**config.mk**
```make
export PLATFORM = sky130hd
export DESIGN_NAME = ccm_mic_verify
export DESIGN_NICKNAME = d
export VERILOG_FILES = /design/src/rtl/ccm_mic_verify.sv
export SDC_FILE = /design/constraint.sdc
export NUM_CORES = 1
export LEC_CHECK = 0
export BUFFER_PORTS_ARGS = -buffer_cell sky130_fd_sc_hd__buf_2
export CAP_MARGIN = 15
export CORE_UTILIZATION = 55
export CTS_CLUSTER_DIAMETER = 40
export DETAILED_ROUTE_END_ITERATION = 8
export HOLD_SLACK_MARGIN = 0.08
export PLACE_DENSITY = 0.84
export SLEW_MARGIN = 20
export SYNTH_ARGS = -nofsm -noshare
export SYNTH_HDL_FRONTEND = slang
export SYNTH_SLANG_ARGS = --single-unit
```
**constraint.sdc**
```tcl
create_clock -name clk -period 3.48 [get_ports clk]
set_clock_uncertainty 0.1 [all_clocks]
set_input_delay 0.174 -clock clk [delete_from_list [all_inputs] [get_ports clk]]
set_output_delay 0.174 -clock clk [all_outputs]
set_load 0.05 [all_outputs]
```
**src/rtl/ccm_mic_verify.sv**
```systemverilog
// Receive-side CCM MIC checker: CBC-MAC over B0 and zero-padded payload blocks,
// then compares the S0-decrypted received tag against the MAC.
module ccm_mic_verify #(
   parameter int unsigned WIDTH       = 8,
   parameter int unsigned WIDTH_NONCE = 100,
   parameter int unsigned WIDTH_FLAG  = 8,
   parameter int unsigned WIDTH_COUNT = 20,
   parameter int unsigned WIDTH_TAG   = 64,
   localparam int unsigned WIDTH_BLK  = WIDTH_NONCE + WIDTH_FLAG + WIDTH_COUNT
) (
   input  logic                   clk,
   input  logic                   reset,
   input  logic                   start,
   input  logic [WIDTH_BLK-1:0]   ccm_b0,
   input  logic [WIDTH_BLK-1:0]   key_aes,
   input  logic [WIDTH_NONCE-1:0] ccm_ctr_nonce,
   input  logic [WIDTH_FLAG-1:0]  ccm_ctr_flag,
   input  logic [WIDTH-1:0]       input_data,
   input  logic                   input_en,
   input  logic                   input_last,
   input  logic [WIDTH-1:0]       tag_data,
   input  logic                   tag_en,
   output logic                   busy,
   output logic                   mic_valid,
   output logic                   mic_ok
);

   localparam int unsigned TagBytes = WIDTH_TAG / 8;
   localparam logic [4:0]  TagLast  = 5'(TagBytes - 1);

   typedef enum logic [2:0] {
      StIdle,
      StData,
      StPad,
      StTag,
      StCheck
   } state_e;

   state_e                   state_q, state_d;
   logic [WIDTH_BLK-1:0]     mac_q, mac_d;
   logic [WIDTH_BLK-WIDTH-1:0] blk_q, blk_d;
   logic [WIDTH_TAG-1:0]     tagbuf_q, tagbuf_d;
   logic [3:0]               byte_cnt_q, byte_cnt_d;
   logic [4:0]               tag_cnt_q, tag_cnt_d;
   logic                     mic_valid_q, mic_valid_d;
   logic                     mic_ok_q, mic_ok_d;

   logic [WIDTH_BLK-1:0]     blk_data;
   logic [WIDTH_BLK-1:0]     blk_zero;
   logic [WIDTH_BLK-1:0]     s0;

   assign blk_data = {blk_q, input_data};
   assign blk_zero = {blk_q, {WIDTH{1'b0}}};
   // Cipher E(x) = x ^ key_aes applied to A0 (counter field zero).
   assign s0 = {ccm_ctr_flag, ccm_ctr_nonce, {WIDTH_COUNT{1'b0}}} ^ key_aes;

   if (WIDTH_TAG < WIDTH_BLK) begin : g_s0_lo
      logic unused_s0_lo;
      assign unused_s0_lo = ^s0[WIDTH_BLK-WIDTH_TAG-1:0];
   end

   always_comb begin
      state_d     = state_q;
      mac_d       = mac_q;
      blk_d       = blk_q;
      tagbuf_d    = tagbuf_q;
      byte_cnt_d  = byte_cnt_q;
      tag_cnt_d   = tag_cnt_q;
      mic_valid_d = 1'b0;
      mic_ok_d    = mic_ok_q;

      case (state_q)
         StIdle: begin
            if (start) begin
               mac_d      = ccm_b0 ^ key_aes;
               byte_cnt_d = 4'd0;
               tag_cnt_d  = 5'd0;
               mic_ok_d   = 1'b0;
               state_d    = StData;
            end
         end
         StData: begin
            if (input_en) begin
               blk_d      = blk_data[WIDTH_BLK-WIDTH-1:0];
               byte_cnt_d = byte_cnt_q + 4'd1;
               // Fold on the 16th byte using the just-completed block.
               if (byte_cnt_q == 4'd15) begin
                  mac_d = (mac_q ^ blk_data) ^ key_aes;
               end
               if (input_last) begin
                  state_d = (byte_cnt_q == 4'd15) ? StTag : StPad;
               end
            end
         end
         StPad: begin
            blk_d      = blk_zero[WIDTH_BLK-WIDTH-1:0];
            byte_cnt_d = byte_cnt_q + 4'd1;
            if (byte_cnt_q == 4'd15) begin
               mac_d   = (mac_q ^ blk_zero) ^ key_aes;
               state_d = StTag;
            end
         end
         StTag: begin
            if (tag_en) begin
               tagbuf_d  = {tagbuf_q[WIDTH_TAG-WIDTH-1:0], tag_data};
               tag_cnt_d = tag_cnt_q + 5'd1;
               if (tag_cnt_q == TagLast) begin
                  state_d = StCheck;
               end
            end
         end
         StCheck: begin
            mic_ok_d    = ((tagbuf_q ^ s0[WIDTH_BLK-1:WIDTH_BLK-WIDTH_TAG]) ==
                           mac_q[WIDTH_BLK-1:WIDTH_BLK-WIDTH_TAG]);
            mic_valid_d = 1'b1;
            state_d     = StIdle;
         end
         default: state_d = StIdle;
      endcase
   end

   always_ff @(posedge clk) begin
      if (reset) begin
         state_q     <= StIdle;
         mac_q       <= '0;
         blk_q       <= '0;
         tagbuf_q    <= '0;
         byte_cnt_q  <= '0;
         tag_cnt_q   <= '0;
         mic_valid_q <= 1'b0;
         mic_ok_q    <= 1'b0;
      end else begin
         state_q     <= state_d;
         mac_q       <= mac_d;
         blk_q       <= blk_d;
         tagbuf_q    <= tagbuf_d;
         byte_cnt_q  <= byte_cnt_d;
         tag_cnt_q   <= tag_cnt_d;
         mic_valid_q <= mic_valid_d;
         mic_ok_q    <= mic_ok_d;
      end
   end

   assign busy      = (state_q != StIdle);
   assign mic_valid = mic_valid_q;
   assign mic_ok    = mic_ok_q;

endmodule

```
After elaboration in Yosys (flattened, before gate mapping)
Index checks and enable logic that the tools add are counted.
{"block": "totals", "reg_bits": 326, "latch_bits": 0, "mem_bits_rw": 0, "rom_bits": 0, "input_bits": 386, "wordCells": 68, "n_memories": 0}
{"block": "op_classes", "addsub": 2, "n_mul": 0, "div": 0, "n_lt_le_gt_ge": 0, "eq_ne": 14, "shifts": 0, "muxes": 24, "n_bitwise": 7, "n_reduce_logical": 13}
{"operator": "128-bit XOR", "n": 6}
{"operator": "128-bit 2-to-1 mux", "n": 4}
{"operator": "128-bit one-hot mux with 3 select lines", "n": 1}
{"operator": "120-bit one-hot mux with 2 select lines", "n": 1}
{"operator": "120-bit 2-to-1 mux", "n": 1}
{"operator": "64-bit equality test", "n": 1}
{"operator": "64-bit XOR", "n": 1}
{"operator": "3-bit 2-to-1 mux", "n": 6}
{"operator": "2-bit inequality test, second input constant", "n": 7}
{"operator": "3-bit one-hot mux with 4 select lines", "n": 1}
{"operator": "4-bit one-hot mux with 3 select lines", "n": 1}
{"operator": "5-bit 2-to-1 mux", "n": 2}
{"operator": "5-bit one-hot mux with 2 select lines", "n": 1}
{"operator": "4-bit 2-to-1 mux", "n": 2}
{"operator": "3-bit by 2-bit equality test with 1-bit output, second input constant", "n": 2}
{"operator": "2-bit AND reduction", "n": 3}
{"operator": "3-bit AND reduction", "n": 2}
{"operator": "6-bit AND reduction", "n": 1}
{"operator": "2-bit nonzero test", "n": 3}
{"operator": "3-bit nonzero test", "n": 2}
{"operator": "5-bit by 1-bit adder with 5-bit output, second input constant", "n": 1}
{"operator": "5-bit by 3-bit equality test with 1-bit output, second input constant", "n": 1}
{"operator": "5-bit AND reduction", "n": 1}
{"operator": "4-bit by 1-bit adder with 4-bit output, second input constant", "n": 1}
{"operator": "6 further kinds", "n": 8}

Longest topological paths before layout
{"block": "depth", "word_depth": 5, "mapped_depth": 10, "ltp_nobuf": 8}

Worst setup path after synthesis
OpenSTA, ideal clock, no wires.
{"block": "synth_timing", "path_type": "flip-flop to flip-flop", "start": "reg state_q[0]", "end": "reg mac_q[100]", "setup_ps": 157, "arrival_ps": 2080, "required_ps": 3223, "path_slack_ps": 1142, "path_stages_with_launch": 7, "period_less_slack_ps": 2338, "cell_sequence": "dfxtp_1 buf_6 or3_1 nor2_4 buf_2 clkbuf_1 a2111oi_2"}
{"block": "synth_via", "elab_chain_cells": 3, "elab_cells_between_ends": 10, "classes_between": "eq/ne: 6; mux: 1; reduce/logical: 3"}
{"element": "start: declaration", "line": "39", "text": "state_e state_q, state_d;"}
{"element": "start signal: assignment", "line": "124", "text": "state_q <= StIdle;"}
{"element": "start signal: assignment", "line": "133", "text": "state_q <= state_d;"}
{"element": "3-bit by 1-bit equality test with 1-bit output (tied with other cells)", "line": "72", "text": "case (state_q)"}
{"element": "2-bit inequality test (no source line) or 3-bit nonzero test (tied branches)"}
{"element": "5-bit AND reduction (no source line)"}
{"element": "end signal: assignment", "line": "134", "text": "mac_q <= mac_d;"}
{"element": "end: declaration", "line": "40", "text": "logic [WIDTH_BLK-1:0] mac_q, mac_d;"}
Several ways; a longest one is shown, not always the timed one.
A chain may end at the register's enable or synchronous reset.

Worst setup path in the final report
{"block": "layout_timing", "start": "reg state_q[1]", "end": "reg mac_q[114]"}
The elaborated chain is that of the path after synthesis.

==> results.json <==
{
  "p_leak_nw": 6.67,
  "drt-initial-drc-count": 1687,
  "cts.repair.resized": 0,
  "wl_microns": 46200,
  "initial_core_util": 0.560,
  "grt-ovfl-total": 0,
  "period_share": 0.804,
  "syn_to_final_growth_pct": 28.8,
  "crit_arrival_ns": 3.07,
  "fmax_mhz": 357,
  "fin_crit_ns": 2.80,
  "stdcell_area_sq_um": 17500,
  "startpoint_type": "flip-flop",
  "cts_max_level": 2,
  "seq_area_sq_um": 5250,
  "clk_latency_ns": 0.51,
  "multi_input_area_sq_um": 7890,
  "syn_area_sq_um": 13600,
  "cts_tree": "done",
  "final_hold_viol_count": 0,
  "path_clk_slew_ns": 0.06,
  "cts_setup_buffers": 0,
  "ant_nets": 0,
  "report.final.setup_viol": 0,
  "ys_ff_latch": 262,
  "io_buffers": 216,
  "synth-main-ff-cell": "dfxtp_1",
  "ios": 389,
  "min_from": "key_aes[72]",
  "num_vias": 13600,
  "vdd_ir_drop_max_mv": 0.658,
  "rsz0062_at_grt": "false",
  "cts.sinks": 262,
  "nets": 2345,
  "crit_path_max_fanout": 34,
  "synth.distinct_cells": 53,
  "synth.avg_cell_area_sq_um": 8.24,
  "fin_tns_setup_ns": 0,
  "place_inst": 2099,
  "end_kind": "flip-flop",
  "worstMarginPinSlew_ns": 0.922,
  "status": "finished clean",
  "drc_errors": 0,
  "slew_headroom": 0.385,
  "cp.required_ns": 3.76,
  "synth_nets": 2034,
  "power_mw": 11.6,
  "grt_use_total": 0.357,
  "root_buffer": "clkbuf_16",
  "worstReg2RegStart": "state_q[1]$_SDFFE_PP0P_",
  "cts_max_path_buffers": 3,
  "r2r_slack_ns": 0.68,
  "yosysWarnings": 0,
  "yosysSeqAreaShare": 0.387,
  "num_rows": 57,
  "fillCellCount": 1706,
  "cts_hold_buf": 145,
  "syn_inst": 1646,
  "fp.dieW_microns": 159,
  "gp_congestion": 0.965,
  "grt_pass1_vias": 13400,
  "cp_slowest_cell": "dfxtp_1",
  "antenna_found_initial": 7,
  "placed_cell_area_sq_um": 14800,
  "synth_edf_count": 0,
  "coreArea_sq_um": 24200,
  "vias_per_cell": 5.89,
  "cts_inserted_buffers": 35,
  "slew_viol_final": 0,
  "r2r-end": "mac_q[114]$_SDFFE_PP0P_",
  "worstSetupPathType": "reg -> reg",
  "fp.dieArea_sq_um": 25300,
  "avgRoutedWirePerCell_microns": 20.0,
  "hp-class": "in -> reg",
  "fin_util": 0.721,
  "max_stage_delay_ns": 0.56,
  "grt_pass1_wl_microns": 71800,
  "fin_cells": 2315,
  "worst-path-buf-inv": 1,
  "grt_max_degree": 120,
  "worstHoldPathCells": 4,
  "hpwl_microns": 27900,
  "drv_cap": 0,
  "r2r_cells": 8,
  "holdPathEnd": "mac_q[72]$_SDFFE_PP0P_",
  "die_h_microns": 159,
  "critPathTopFamily": "simple AND/OR/NAND/NOR gates",
  "drive_above_1_share": 0.184,
  "dr.pass1.iters": 6,
  "p_per_area_nw_per_um2": 666,
  "critical_path.cell_chain": "and2b_1 > nand2_1 > a21oi_4 > a41oi_4 > nor3_4 > buf_4 > and3_1 > a2111oi_2",
  "async_flop_share": 0
}
==> area by class of cell <==
type                       count  area share
antenna                        9     0.00129
clock buffer                  41      0.0538
clock inverter                21      0.0125
inverter                       1    0.000215
multi-input combinational   1279       0.451
sequential                   262       0.300
tap                          324      0.0232
timing repair buffer         378       0.158
==> how the worst max path moves through the flow <==
| stage | endpoint | startpoint | cells after the start |
|---|---|---|---|
| 2_1_floorplan | mac_q[100]$_SDFFE_PP0P_ | state_q[0]$_SDFFE_PP0P_ | 6 |
| 3_3_place_gp | mac_q[123]$_SDFFE_PP0P_ | state_q[1]$_SDFFE_PP0P_ | 8 |
| 3_5_place_dp | mac_q[123]$_SDFFE_PP0P_ | state_q[1]$_SDFFE_PP0P_ | 8 |
| 4_1_cts | mac_q[123]$_SDFFE_PP0P_ | state_q[1]$_SDFFE_PP0P_ | 8 |
| 5_1_grt | mac_q[122]$_SDFFE_PP0P_ | state_q[1]$_SDFFE_PP0P_ | 8 |
| 6_report | mac_q[114]$_SDFFE_PP0P_ | state_q[1]$_SDFFE_PP0P_ | 8 |
==> registers in the layout, summed over array words and instances (netlist names) <==
| register | count |
|---|---|
| blk_q | 120 |
| byte_cnt_q | 4 |
| mac_q | 64 |
| mic_ok | 1 |
| mic_valid | 1 |
| state_q | 3 |
| tag_cnt_q | 5 |
| tagbuf_q | 64 |
==> metrics by stage <==
step	worst slack [ns]	hold slack, ns
4_1_cts	0.862	0.0815
5_1_grt	0.561	0.131
3_3_place_gp	0.986	0.312
3_5_place_dp	0.889	0.318
6_report	0.681	0.122
2_1_floorplan	1.14	0.210
==> placed cells by master (no fill, tap or decap), types with 10 or more instances in the layout <==
cell           instances
a21oi_1              182
dfxtp_1              261
xnor2_1              182
nor2_1               153
a2111oi_2             58
and3_1                64
xor2_1               126
dlygate4sd3_1        145
buf_4                 10
clkbuf_16             36
nand2_1              363
buf_2                215
nor3_1                66
==> cells in the mapped netlist, types with 4 or more instances <==
cell	number	area (sq um)
xor2_1	126	1100
nor4_1	9	56.3
nand4_1	9	56.3
dfxtp_1	262	5250
buf_2	5	25.0
and3_1	64	400
nand2_1	364	1370
xnor2_1	183	1600
nand3_1	5	25.0
nor3_1	66	330
o22ai_1	4	25.0
clkbuf_1	78	293
mux2i_1	9	90.1
a21oi_1	183	916
a2111oi_0	4	35.0
o21ai_0	5	25.0
buf_6	8	90.1
buf_1	10	37.5
nor2_1	153	574
a2111oi_2	58	871
==> power by group <==
| group | switching [mW] | internal (mW) | leakage (nW) |
|---|---|---|---|
| sequential | 0.363 | 3.33 | 2.12 |
| clock | 1.45 | 2.13 | 0.572 |
| combinational | 2.75 | 1.62 | 3.97 |
| total | 4.57 | 7.07 | 6.67 |
==> tightest hold or removal path: stages <==
cell	delay [ns]
buf_2	0.13
xor2_1	0.15
and3_1	0.19
a2111oi_2	0.05
==> per-layer routing <==
layer,track usage,vias to the layer above,wire length [microns]
li1,-,6171,-
met1,0.433,6412,17100
met2,0.584,857,21200
met3,0.0888,193,5320
met4,0.190,4,2600
met5,0,-,19
==> logic make-up (layout without fill, tap and decap cells) <==
logic type | count (synthesis) | count (layout) | share of synthesized area
other cells | 0 | 9 | 0
buf+inv | 105 | 441 | 0.0346
compound gates | 273 | 273 | 0.154
flops | 262 | 262 | 0.387
simple gates | 686 | 686 | 0.217
fa+ha+maj | 2 | 2 | 0.00184
xor+xnor | 309 | 309 | 0.199
mux | 9 | 9 | 0.00664
No activity file was read; power rests on OpenSTA's default activity.
